$ cat config.mk
export PLATFORM = sky130hd
export DESIGN_NAME = mem_arbiter
export DESIGN_NICKNAME = d
export VERILOG_FILES = /design/src/rtl/mem_arbiter.sv
export SDC_FILE = /design/constraint.sdc
export NUM_CORES = 1
export LEC_CHECK = 0
export BUFFER_PORTS_ARGS = -buffer_cell sky130_fd_sc_hd__buf_2
export CORE_AREA = 2 2 253 255
export CTS_BUF_LIST = sky130_fd_sc_hd__clkbuf_8
export CTS_CLUSTER_DIAMETER = 30
export CTS_CLUSTER_SIZE = 8
export DETAILED_ROUTE_END_ITERATION = 16
export DIE_AREA = 0 0 255 257
export PLACE_DENSITY = 0.47
export SLEW_MARGIN = 10
export SYNTH_ARGS = -nofsm -noshare
export SYNTH_HDL_FRONTEND = slang
export SYNTH_SLANG_ARGS = --single-unit
$ cat constraint.sdc
create_clock -name clk -period 1.4 [get_ports clk]
set_input_delay 0.14 -clock clk [delete_from_list [all_inputs] [get_ports clk]]
set_output_delay 0.14 -clock clk [all_outputs]
set_load 0.05 [all_outputs]
$ cat src/rtl/mem_arbiter.sv
// Two-requester (ICache/DCache) arbiter in front of a single-outstanding memory port.
// DCache has priority, but an ICache request waiting behind three DCache grants wins next.
module mem_arbiter #(
  parameter int unsigned ADDR_W = 28,
  parameter int unsigned DATA_W = 128
) (
  input  logic                  clk,
  input  logic                  reset,

  input  logic                  ic_req_valid,
  output logic                  ic_req_ready,
  input  logic [ADDR_W-1:0]     ic_req_addr,
  output logic                  ic_resp_valid,

  input  logic                  dc_req_valid,
  output logic                  dc_req_ready,
  input  logic                  dc_req_rw,
  input  logic [ADDR_W-1:0]     dc_req_addr,
  input  logic [DATA_W-1:0]     dc_req_data,
  input  logic [DATA_W/8-1:0]   dc_req_mask,
  output logic                  dc_resp_valid,

  output logic [DATA_W-1:0]     resp_data,

  output logic                  mem_req_valid,
  input  logic                  mem_req_ready,
  output logic                  mem_req_rw,
  output logic [ADDR_W-1:0]     mem_req_addr,
  output logic [DATA_W-1:0]     mem_req_data,
  output logic [DATA_W/8-1:0]   mem_req_mask,
  input  logic                  mem_resp_valid,
  input  logic [DATA_W-1:0]     mem_resp_data
);

  localparam int unsigned MASK_W = DATA_W / 8;

  typedef enum logic [1:0] {StIdle, StReq, StResp} state_e;

  state_e              state_q, state_d;
  logic [1:0]          dc_streak_q, dc_streak_d;
  logic                src_ic_q;
  logic                req_valid_q;
  logic                req_rw_q;
  logic [ADDR_W-1:0]   req_addr_q;
  logic [DATA_W-1:0]   req_data_q;
  logic [MASK_W-1:0]   req_mask_q;
  logic [DATA_W-1:0]   resp_data_q;
  logic                ic_resp_q;
  logic                dc_resp_q;

  logic grant_ic;
  logic grant_dc;
  logic in_idle;
  logic req_done;
  logic resp_done;

  assign in_idle   = (state_q == StIdle);
  assign grant_ic  = in_idle && ic_req_valid && (!dc_req_valid || (dc_streak_q == 2'd3));
  assign grant_dc  = in_idle && dc_req_valid && !grant_ic;
  assign req_done  = (state_q == StReq) && mem_req_ready;
  assign resp_done = (state_q == StResp) && mem_resp_valid;

  // Readies are gated by reset so every output reads 0 while reset is held.
  assign ic_req_ready = reset && grant_ic;
  assign dc_req_ready = reset && grant_dc;

  always_comb begin
    state_d     = state_q;
    dc_streak_d = dc_streak_q;
    unique case (state_q)
      StIdle: begin
        if (grant_ic || grant_dc) begin
          state_d = StReq;
        end
        if (grant_ic) begin
          dc_streak_d = 2'd0;
        end else if (grant_dc && ic_req_valid && (dc_streak_q != 2'd3)) begin
          dc_streak_d = dc_streak_q + 2'd1;
        end
      end
      StReq: begin
        if (mem_req_ready) begin
          state_d = req_rw_q ? StIdle : StResp;
        end
      end
      StResp: begin
        if (mem_resp_valid) begin
          state_d = StIdle;
        end
      end
      default: state_d = StIdle;
    endcase
  end

  always_ff @(posedge clk or negedge reset) begin
    if (!reset) begin
      state_q     <= StIdle;
      dc_streak_q <= 2'd0;
      src_ic_q    <= 1'b0;
      req_valid_q <= 1'b0;
      req_rw_q    <= 1'b0;
      req_addr_q  <= '0;
      req_data_q  <= '0;
      req_mask_q  <= '0;
      resp_data_q <= '0;
      ic_resp_q   <= 1'b0;
      dc_resp_q   <= 1'b0;
    end else begin
      state_q     <= state_d;
      dc_streak_q <= dc_streak_d;
      ic_resp_q   <= 1'b0;
      dc_resp_q   <= 1'b0;
      if (grant_ic || grant_dc) begin
        src_ic_q    <= grant_ic;
        req_valid_q <= 1'b1;
        req_rw_q    <= grant_dc && dc_req_rw;
        req_addr_q  <= grant_ic ? ic_req_addr : dc_req_addr;
        req_data_q  <= grant_ic ? '0 : dc_req_data;
        // Reads always enable every byte, whoever issued them.
        req_mask_q  <= (grant_dc && dc_req_rw) ? dc_req_mask : '1;
      end else if (req_done) begin
        req_valid_q <= 1'b0;
      end
      if (resp_done) begin
        resp_data_q <= mem_resp_data;
        ic_resp_q   <= src_ic_q;
        dc_resp_q   <= !src_ic_q;
      end
    end
  end

  assign mem_req_valid = req_valid_q;
  assign mem_req_rw    = req_rw_q;
  assign mem_req_addr  = req_addr_q;
  assign mem_req_data  = req_data_q;
  assign mem_req_mask  = req_mask_q;
  assign resp_data     = resp_data_q;
  assign ic_resp_valid = ic_resp_q;
  assign dc_resp_valid = dc_resp_q;

endmodule

## Word-level counts from Yosys, hierarchy flattened

Index checks and enable logic that the tools add are counted.

- Bits in registers: 309
- Bits of input ports: 335
- Output and inout port bits: 306
- Logic and storage cells: 54

- Add/subtract/negate cells: 1
- Equal/unequal tests: 7
- Mux-type cells: 14
- Reduce and logical (&&, ||, !) cells: 21

Operators with widths:

| operator | count |
|---|---|
| two-way mux 128 bit | 1 |
| two-way mux 28 bit | 1 |
| two-way mux 16 bit | 1 |
| two-way mux 2 bit | 6 |
| logical AND 1 bit | 11 |
| inequality test 2 bit, second input constant | 3 |
| one-hot mux 2 bit (3 select lines) | 1 |
| equality test 2 bit, second input constant | 2 |
| two-way mux 1 bit | 4 |
| nonzero test 2 bit | 2 |
| zero test 1 bit | 3 |
| AND reduction 3 bit | 1 |
| adder 2 x 1 -> 2 bit, second input constant | 1 |
| equality test 2 x 1 -> 1 bit, second input constant | 1 |
| zero test 2 bit | 1 |
| logical OR 1 bit | 2 |
| inequality test 2 x 1 -> 1 bit, second input constant | 1 |
| AND reduction 2 bit | 1 |

## Depth between registers and ports, before layout

Gate-level depths: netlist of run 1.

- Depth after elaboration: 9
- Gate-level depth with buffers: 7
- Depth with buffers taken out: 4

## Worst setup path after synthesis of run 1

OpenSTA, ideal clock, no wires.

- Path kind: reg2out
- Start: register dc_streak_q[0]
- End: output port dc_req_ready
- Data arrival time: 1.709 ns
- Data required time: 1.260 ns
- Path slack: -0.449 ns
- Stages on the path, launching flop included: 8
- Path buffers: 3
- Path through: dfrtp_1 -> ha_1 -> nand2_1 -> and3_1 -> buf_2 -> buf_2 -> buf_2 -> and2_1

- Cells in the longest elaborated chain, start to end: 6

RTL lines:

| what | line | source |
|---|---|---|
| start, declared | 40 | `logic [1:0] dc_streak_q, dc_streak_d;` |
| start signal, assigned | 110 | `dc_streak_q <= dc_streak_d;` |
| equality test 2 bit | 58 | `assign grant_ic = in_idle && ic_req_valid && (!dc_req_valid \|\| (dc_streak_q == 2'd3));` |
| logical OR 1 bit | 58 |  |
| logical AND 1 bit | 58 |  |
| zero test 1 bit | 59 | `assign grant_dc = in_idle && dc_req_valid && !grant_ic;` |
| logical AND 1 bit | 59 |  |
| logical AND 1 bit | 65 | `assign dc_req_ready = reset && grant_dc;` |
| end, declared | 16 | `output logic dc_req_ready,` |

Every way passes these cells.

## Worst setup path in the final report of run 1

- Start: register dc_streak_q[1]
- End: register req_addr_q[17], in the netlist mem_req_addr[17]

- Cells in the longest elaborated chain, start to end: 6
- Elaborated cells on any way between the ends: 7
- Classes of those cells: eq/ne: 1; mux: 1; reduce/logical: 5

RTL lines:

| what | line | source |
|---|---|---|
| equality test 2 bit * | 58 |  |
| logical OR 1 bit * | 58 |  |
| logical AND 1 bit * | 58 |  |
| zero test 1 bit | 59 |  |
| logical AND 1 bit | 59 |  |
| logical OR 1 bit | 113 | `if (grant_ic \|\| grant_dc) begin` |
| end signal, assigned | 117 | `req_addr_q <= grant_ic ? ic_req_addr : dc_req_addr;` |
| end, declared | 44 | `logic [ADDR_W-1:0] req_addr_q;` |

Every way passes the cells marked *; elsewhere a longest branch is shown, timed or not.
A chain may end at the register's enable or synchronous reset.

==> results.py, run 1 <==
metrics = {
    "outcome": {
        "status": "finished with violations",
        "failed_checks": "setup timing",
    },
    "clock_network": {
        "cts_tree": "done",
        "root_buffer": "clkbuf_8",
        "cts-htree-levels": 3,
        "clock_latency_ns": 0.65,
        "cts_inserted_buffers": 87,
        "clk_path_buf_depth": 3,
        "cts.sinks": 309,
        "clk_pin_slew_ns": 0.05,
    },
    "route": {
        "routed.top_layer": "met5",
        "met1_length_um": 21000,
        "dr.pass1.iters": 5,
        "finalWirelength_um": 54800,
        "vias": 11900,
        "vias_per_cell": 4.11,
        "drtIter0Drc": 576,
        "wl_met3_um": 4140,
        "wl_met2_um": 27100,
        "routedWlPerCell_um": 18.8,
        "drc": 0,
        "antenna_left": 0,
    },
    "yosys": {
        "synth_fa_ha_area_share_pct": 0.110,
        "muxShareOfSynthArea_pct": 12.8,
        "synth_top_area_share_pct": 68.1,
        "yosys_warnings": 0,
        "ys_seq_area_share_pct": 68.1,
        "avgSynthCellArea_um2": 15.6,
        "synth.net_count": 1062,
        "synth-xor-area-share_pct": 0,
        "syn_area_um2": 11300,
        "yosys.area.top_type": "dfrtp_1",
        "synth_simple_gate_area_share_pct": 2.37,
        "ys_types": 24,
        "ys_ff_latch": 309,
        "syn_inst": 726,
        "synth_compound_area_share_pct": 14.0,
        "ys_top_cells_by_area": "dfrtp_1 68%, mux2_2 13%, a22o_1 9.9%",
        "synth_top_family_by_area": "compound AO/OA/AOI/OAI gates",
    },
    "placed_design": {
        "hpwl_um": 31300,
        "gp_congestion": 0.805,
        "port_buffers": 640,
    },
    "pwr": {
        "p_seq_share_pct": 23.3,
        "switching_share_pct": 43.7,
        "ir_worst_vdd_v": 0.00157,
        "switchingPower_mw": 30.7,
        "pwr-share-clk_pct": 20.0,
        "static-leakage-power_nw": 12.7,
        "powerDensity_nw_per_um2": 2720,
        "comb_power_share_pct": 56.7,
        "p_int_mw": 39.6,
    },
    "worst_setup_path": {
        "reg2regPathDepth": 9,
        "cp_slowest_cell": "a221o_1",
        "cp-startpoint": "dc_streak_q[1]$_DFFE_PN0P_",
        "endpoint_kind": "flop",
        "cp_cell_sequence": "ha_2 > nand2_2 > and3_4 > buf_4 > buf_12 > buf_16 > buf_6 > buf_16 > a221o_1",
        "crit_type": "reg2reg",
        "critPathMaxStageDelay_ns": 0.36,
        "cp.arrival_ns": 2.48,
        "path_common_cell": "buf_16",
        "worst-path-max-fanout": 8,
        "rr_startpoint": "dc_streak_q[1]$_DFFE_PN0P_",
        "startpoint_type": "flop",
        "worst_ep_required_time_ns": 1.92,
    },
    "finish": {
        "finalNetCount": 2326,
        "most-common-layout-cells": "333 x dlygate4sd3_1, 333 x buf_2, 321 x buf_6, 307 x dfrtp_1, 165 x buf_4",
        "area_growth_pct": 128,
        "fillers": 5641,
        "layout-drive-gt1-share_pct": 57.6,
    },
    "sta": {
        "rsz0062_at_grt": "yes",
        "finalHoldViolations": 0,
        "setup_ws_ns": -0.566,
        "skew_ns": 0.0347,
        "setup_tns_ns": -104.34,
        "worst_slew_pin_slew_ns": 0.467,
        "period_share_pct": 140,
        "fin_hold_ws_ns": 0.117,
        "min_period_ns": 1.97,
        "slew_viol_final": 0,
        "finalSetupViolCount": 310,
        "fmax_mhz": 509,
        "relSlewSlack_pct": 68.9,
    },
    "min_path": {
        "min_path_cells": 5,
        "min-delay-start": "dc_req_valid",
        "holdCritPathClass": "in2reg",
    },
    "floorplan": {
        "core_um2": 62700,
        "top_level_ports": 641,
        "fp.dieArea_um2": 65500,
        "rows": 92,
        "die_y_um": 257,
        "initial_utilization_pct": 18.1,
        "die_w_um": 255,
    },
    "flow_run": {
        "drv_cap": 0,
    },
    "global_routing": {
        "grt_pass1_vias": 13500,
        "grt_max_degree": 81,
        "antenna_found_initial": 4,
        "grt_pass1_wl_um": 79300,
        "overflow": 0,
        "grt.total_usage_pct": 16.0,
    },
}
==> stage by stage <==
step                      setup slack (ns)  instance area, um^2  util [%]  power (mW)  cells
after global placement              -0.231                16100      25.6        43.5   2213
after floorplan                    -0.0852                11400         -        35.2    726
after CTS                           -0.620                25500      40.7        69.4   2846
after detailed placement            -0.273                16100      25.6        43.7   2213
final                               -0.566                25900      41.2        70.3   2907
after global routing                -0.643                25900      41.2        73.0   2907
==> cells in the mapped netlist <==
library cell / instances
a221o_1: 28
nand4_1: 1
nand4b_1: 1
o21ai_1: 1
nand2b_1: 3
mux2_2: 129
nor3b_1: 1
a22o_1: 128
buf_2: 37
nor2_1: 4
nand3b_1: 1
o22a_1: 16
buf_1: 2
and2_1: 1
nand2_1: 3
o21ai_0: 5
o32ai_1: 1
o21a_1: 1
buf_6: 2
and3_1: 30
dfrtp_1: 309
ha_1: 1
clkbuf_1: 17
inv_1: 4
==> cell type report <==
type	count	area, um^2	area share [%]
inverter	4	15.0	0.0581
clock buffer	113	1560	6.02
clock inverter	44	503	1.95
antenna	3	7.51	0.0290
tap	846	1060	4.09
timing repair buffer	1233	11600	44.8
multi-input combinational	355	3390	13.1
sequential	309	7730	29.9
==> repair_timing <==
item	4_1_cts	5_1_grt
pin swaps	110	17
hold buffers	332	1
resized for setup	721	21
buffers inserted	120	72
endpoints found under the setup margin	610	599
endpoints found under the hold margin	613	1
gates cloned	30	0
==> power by group through the flow <==
stage / clock network, mW / logic (mW) / registers, mW
detailed placement: 0 / 28.4 / 15.3
floorplan: 0 / 6.12 / 29.1
CTS: 14.5 / 38.7 / 16.2
global route: 15.0 / 41.3 / 16.7
finish: 14.1 / 39.9 / 16.4
global placement: 0 / 28.2 / 15.3
==> registers in the layout (all words and copies together), names as in the netlist <==
name and flops:
mem_req_data 128, src_ic_q 1, mem_req_addr 28, resp_data 128, mem_req_mask 16, state_q 2, mem_req_rw 1, mem_req_valid 1
ic_resp_valid 1, dc_streak_q 2, dc_resp_valid 1
==> cell families (layout without fill, tap and decap cells) <==
group	after synthesis	after routing
mux	129	129
other cells	0	3
simple gates	45	45
buf+inv	62	1394
compound gates	180	180
flops	309	309
fa+ha+maj	1	1
==> metal layers <==
layer  GRT usage, %  up-vias
li1               -     5319
met1           17.7     5897
met2           27.3      576
met3           4.80      154
met4           8.61        2
met5              0        -
==> worst max-delay path: cells and delay by family, from the launching register on <==
| family | cells | cell delay [ns] |
|---|---|---|
| buffers and inverters | 5 | 0.69 |
| AO/OA/AOI/OAI | 1 | 0.36 |
| flip-flops | 1 | 0.35 |
| AND/OR/NAND/NOR | 2 | 0.25 |
| adder cells (fa/ha/maj) | 1 | 0.21 |
==> final timing paths <==
| check | end | slack, ns |
|---|---|---|
| worst max-delay path | mem_req_addr[17]$_DFFE_PN0P_ | -0.57 |
| worst min-delay path | mem_req_rw$_DFFE_PN0P_ | 0.12 |
| worst max register to register | mem_req_addr[17]$_DFFE_PN0P_ | -0.57 |
| worst min register to register | dc_resp_valid$_DFF_PN0_ | 0.46 |
| max in group asynchronous | mem_req_data[108]$_DFFE_PN0P_ | 0.56 |
| min in group asynchronous | resp_data[95]$_DFFE_PN0P_ | 0.13 |
(Power assumes the default switching activity.)
==> run 2: changes to the inputs <==
--- a/config.mk
+++ b/config.mk
@@ -13,6 +13,7 @@
 export DETAILED_ROUTE_END_ITERATION = 16
 export DIE_AREA = 0 0 255 257
 export PLACE_DENSITY = 0.47
+export SKIP_CTS_REPAIR_TIMING = 1
 export SLEW_MARGIN = 10
 export SYNTH_ARGS = -nofsm -noshare
 export SYNTH_HDL_FRONTEND = slang
==> results.py, run 2 (synthesis gave the netlist of run 1 again) <==
metrics = {
    "floorplan": {
        "top_level_ports": 641,
        "rows": 92,
        "die_w_um": 255,
        "fp.dieArea_um2": 65500,
        "core_um2": 62700,
        "initial_utilization_pct": 18.1,
        "die_y_um": 257,
    },
    "clock_network": {
        "cts_tree": "done",
        "clk_pin_slew_ns": 0.05,
        "cts_inserted_buffers": 87,
        "root_buffer": "clkbuf_8",
        "clk_path_buf_depth": 3,
        "cts.sinks": 309,
        "clock_latency_ns": 0.65,
        "cts-htree-levels": 3,
    },
    "worst_setup_path": {
        "cp_cell_sequence": "ha_4 > nand2b_4 > buf_8 > and3_4 > buf_8",
        "cp_slowest_cell": "dfrtp_1",
        "cp.arrival_ns": 1.80,
        "critPathMaxStageDelay_ns": 0.41,
        "path_common_cell": "buf_8",
        "worst-r2r-setup-slack_ns": -0.25,
        "crit_family": "flip-flops",
        "worst_ep_required_time_ns": 1.26,
        "crit_type": "reg2out",
        "endpoint_kind": "output port",
        "cp_num_buf_inv": 2,
        "startpoint_type": "flop",
        "worst-path-max-fanout": 4,
    },
    "route": {
        "drc": 0,
        "routedWlPerCell_um": 17.3,
        "antenna_left": 0,
        "dr.pass1.iters": 4,
        "finalWirelength_um": 47100,
        "drtIter0Drc": 479,
        "vias_per_cell": 4.03,
        "vias": 10900,
    },
    "sta": {
        "relSlewSlack_pct": 69.6,
        "period_share_pct": 139,
        "skew_ns": 0.0359,
        "finalHoldViolations": 0,
        "rsz0062_at_grt": "yes",
        "worst_slew_pin_slew_ns": 0.456,
        "min_period_ns": 1.94,
        "finalSetupViolCount": 419,
        "setup_ws_ns": -0.542,
        "slew_viol_final": 0,
        "fmax_mhz": 515,
    },
    "pwr": {
        "powerDensity_nw_per_um2": 2720,
        "total_power_mw": 59.1,
        "static-leakage-power_nw": 10.9,
        "ir_worst_vdd_v": 0.00154,
    },
    "global_routing": {
        "grt.total_usage_pct": 12.4,
        "grt_pass1_vias": 10100,
        "overflow": 0,
        "grt_max_degree": 81,
        "grt_pass1_wl_um": 61800,
        "antenna_found_initial": 3,
    },
    "finish": {
        "layout-drive-gt1-share_pct": 53.2,
        "mostFrequentLayoutCell": "buf_2",
        "finalNetCount": 2134,
        "most-common-layout-cells": "634 x buf_2, 332 x dlygate4sd3_1, 309 x dfrtp_1, 128 x a22o_1, 128 x mux2_2",
        "fin_cells": 2715,
        "area_growth_pct": 91.6,
    },
    "outcome": {
        "failed_checks": "setup timing",
        "status": "finished with violations",
    },
    "min_path": {
        "holdCritPathClass": "in2reg",
    },
    "flow_run": {
        "drv_cap": 0,
    },
    "placed_design": {
        "dp_cells": 2213,
        "port_buffers": 640,
        "hpwl_um": 31300,
        "gp_congestion": 0.805,
    },
}
-- run 2: cell types whose count changed in the layout (fill, tap and decap cells not counted), moves of 12 or more --
cell and change:
buf_16 -24, buf_2 +301, buf_4 -128, buf_12 -16, buf_8 -12, buf_6 -314
-- run 2: routing by layer --
metal / GRT usage, % / up-vias / share of wire [%]
li1: - / 4916 / -
met1: 14.2 / 5409 / 39
met2: 21.1 / 487 / 51
met3: 4.07 / 117 / 7.2
met4: 5.56 / 0 / 3.0
met5: 0 / - / 0
-- run 2: report_power, final --
part	switching (mW)	total [mW]	internal, mW
registers	2.34	15.4	13.0
logic	20.8	29.7	8.89
clock network	4.93	14.0	9.10
total	28.0	59.1	31.0
-- run 2: cell type report --
class	count	area, um^2
tap	846	1060
antenna	3	7.51
sequential	309	7730
clock buffer	113	1560
inverter	4	15.0
timing repair buffer	1041	7480
multi-input combinational	355	3390
clock inverter	44	503
fill	6143	41000
-- run 2: stage by stage --
stage	setup TNS (ns)	hold WS, ns	util, %	area (um^2)	setup slack (ns)
2_1_floorplan	-4.55	-0.156	-	11400	-0.0852
3_3_place_gp	-39.73	0.184	25.6	16100	-0.231
3_5_place_dp	-43.73	0.165	25.6	16100	-0.273
4_1_cts	-79.84	-0.607	28.9	18100	-0.940
5_1_grt	-91.83	0.0129	34.7	21700	-0.659
6_report	-41.67	0.0393	34.7	21700	-0.542
-- run 2: path summary, 6_finish.rpt --
kind,end,startpoint,cells after the start
hold reg to reg,dc_resp_valid$_DFF_PN0_,src_ic_q$_DFFE_PN0P_,1
min in group asynchronous,resp_data[95]$_DFFE_PN0P_,reset,3
hold / removal,mem_req_rw$_DFFE_PN0P_,dc_req_rw,4
setup / recovery,ic_req_ready,dc_streak_q[0]$_DFFE_PN0P_,5
setup reg to reg,mem_req_addr[11]$_DFFE_PN0P_,dc_streak_q[0]$_DFFE_PN0P_,6
max in group asynchronous,mem_req_data[111]$_DFFE_PN0P_,reset,4
-- run 2: worst register-to-register path: stages, from the launching register on --
cell       delay [ns]
dfrtp_1          0.39
ha_4             0.16
nand2_2          0.05
and3_4           0.19
buf_6            0.18
clkbuf_16        0.24
a221o_1          0.34
==> run 3: changes to the inputs <==
--- a/config.mk
+++ b/config.mk
@@ -18,3 +18,4 @@
 export SYNTH_ARGS = -nofsm -noshare
 export SYNTH_HDL_FRONTEND = slang
 export SYNTH_SLANG_ARGS = --single-unit
+export TNS_END_PERCENT = 5
==> results.py, run 3 (synthesis gave the netlist of run 1 again) <==
metrics = {
    "sta": {
        "slew_viol_final": 0,
        "fin_hold_ws_ns": 0.119,
        "skew_ns": 0.0228,
        "worst_slew_pin_slew_ns": 0.781,
        "rsz0062_at_grt": "yes",
        "finalHoldViolations": 0,
        "min_period_ns": 1.92,
        "setup_tns_ns": -62.57,
        "fmax_mhz": 521,
        "period_share_pct": 137,
        "setup_ws_ns": -0.520,
        "finalSetupViolCount": 306,
        "relSlewSlack_pct": 47.7,
    },
    "placed_design": {
        "dp_cells": 2224,
        "gp_congestion": 0.820,
        "dp_slack_ns": -0.191,
        "port_buffers": 640,
        "hpwl_um": 30300,
    },
    "pwr": {
        "p_int_mw": 32.7,
        "switchingPower_mw": 28.2,
        "static-leakage-power_nw": 11.2,
        "pwr-share-clk_pct": 21.2,
        "p_seq_share_pct": 26.0,
        "powerDensity_nw_per_um2": 2670,
        "comb_power_share_pct": 52.9,
        "switching_share_pct": 46.2,
        "ir_worst_vdd_v": 0.00147,
    },
    "finish": {
        "multi_input_area_um2": 3450,
        "mostFrequentLayoutCell": "buf_2",
        "fin_util_pct": 36.4,
        "most-common-layout-cells": "470 x buf_2, 333 x dlygate4sd3_1, 308 x dfrtp_1, 174 x buf_6, 128 x a22o_1",
        "area_growth_pct": 101,
        "finalNetCount": 2148,
        "regArea_um2": 7730,
        "n_antenna_cell": 0,
        "fin_cells": 2719,
        "layout-drive-gt1-share_pct": 53.7,
        "fillers": 5991,
    },
    "worst_setup_path": {
        "worst-path-max-fanout": 3,
        "crit_family": "flip-flops",
        "worst-r2r-setup-slack_ns": -0.36,
        "crit_type": "reg2out",
        "cp_cell_sequence": "ha_2 > nand2b_4 > buf_6 > and3_4 > buf_8",
        "r2r_end": "resp_data[88]$_DFFE_PN0P_",
        "endpoint_kind": "output port",
        "worst_ep_required_time_ns": 1.26,
        "critPathMaxStageDelay_ns": 0.38,
        "rr_startpoint": "state_q[1]$_DFFE_PN0P_",
        "cp.arrival_ns": 1.78,
        "cp_slowest_cell": "dfrtp_1",
        "startpoint_type": "flop",
        "cp_num_buf_inv": 2,
        "reg2regPathDepth": 6,
    },
    "clock_network": {
        "cts_tree": "done",
        "clk_pin_slew_ns": 0.05,
        "root_buffer": "clkbuf_8",
        "cts_inserted_buffers": 82,
        "clk_path_buf_depth": 3,
        "cts.sinks": 309,
        "clock_latency_ns": 0.65,
        "cts-htree-levels": 3,
    },
    "min_path": {
        "whs_endpoint": "mem_req_rw$_DFFE_PN0P_",
        "min-delay-start": "dc_req_valid",
        "holdCritPathClass": "in2reg",
        "min_path_cells": 4,
    },
    "outcome": {
        "failed_checks": "setup timing",
        "status": "finished with violations",
    },
    "global_routing": {
        "grt_pass1_vias": 10100,
        "antenna_found_initial": 0,
        "grt_max_degree": 108,
        "overflow": 0,
        "grt_pass1_wl_um": 59200,
        "grt.total_usage_pct": 11.8,
    },
    "route": {
        "drtIter0Drc": 533,
        "antenna_left": 0,
        "vias": 11000,
        "routedWlPerCell_um": 17.2,
        "vias_per_cell": 4.05,
        "drc": 0,
        "dr.pass1.iters": 4,
        "finalWirelength_um": 46900,
    },
    "floorplan": {
        "die_w_um": 255,
        "fp.dieArea_um2": 65500,
        "top_level_ports": 641,
        "rows": 92,
        "core_um2": 62700,
        "die_y_um": 257,
        "initial_utilization_pct": 18.1,
    },
    "flow_run": {
        "drv_cap": 0,
    },
}
[run 3: cell types whose count changed in the layout (fill, tap and decap cells not counted), moves of 4 or more]
cell and delta:
clkbuf_8 -15, clkbuf_16 +6, clkinv_2 -4, buf_6 +167, and3_4 +13, and3_1 -13, buf_2 -164, buf_4 +12
inv_1 +5
[run 3: power groups by stage]
stage / Sequential (mW) / Clock, mW / Combinational [mW]
final: 15.8 / 12.9 / 32.2
after global routing: 16.3 / 13.8 / 33.4
after CTS: 15.2 / 13.3 / 28.2
after detailed placement: 15.2 / 0 / 28.2
after global placement: 15.2 / 0 / 28.0
after floorplan: 29.1 / 0 / 6.06
[run 3: worst reg2reg max path, delay by kind of cell (launching register included)]
kind	cells	cell delay (ns)
flops	1	0.40
simple gates	1	0.22
mux	1	0.34
buf+inv	4	0.69
[run 3: metrics by stage]
stage | total power [mW] | instance area, um^2
after floorplan | 35.1 | 11400
after global placement | 43.2 | 16100
after detailed placement | 43.4 | 16100
after CTS | 56.8 | 18000
after global routing | 63.5 | 22800
final | 60.9 | 22800
[run 3: worst max-delay path by stage]
stage	start	endpoint	slack (ns)	cells after the start
final	dc_streak_q[0]$_DFFE_PN0P_	ic_req_ready	-0.52	5
after global routing	state_q[1]$_DFFE_PN0P_	ic_req_ready	-0.64	4
after CTS	dc_streak_q[1]$_DFFE_PN0P_	ic_req_ready	-0.82	5
after detailed placement	state_q[1]$_DFFE_PN0P_	resp_data[102]$_DFFE_PN0P_	-0.19	5
after global placement	state_q[1]$_DFFE_PN0P_	resp_data[95]$_DFFE_PN0P_	-0.18	5
after floorplan	dc_streak_q[0]$_DFFE_PN0P_	mem_req_addr[16]$_DFFE_PN0P_	-0.09	7
[run 3: cell type report]
type	count	share of cell area [%]
timing repair buffer	1060	38.2
sequential	309	33.9
multi-input combinational	355	15.1
clock buffer	98	5.90
tap	846	4.63
clock inverter	47	2.24
inverter	4	0.0657
[run 3: routing by layer]
layer	track usage (%)	up-vias	share of wire, %
li1	-	4938	-
met1	12.5	5446	37
met2	20.0	512	51
met3	4.46	126	8.1
met4	6.48	0	4.1
met5	0	-	0
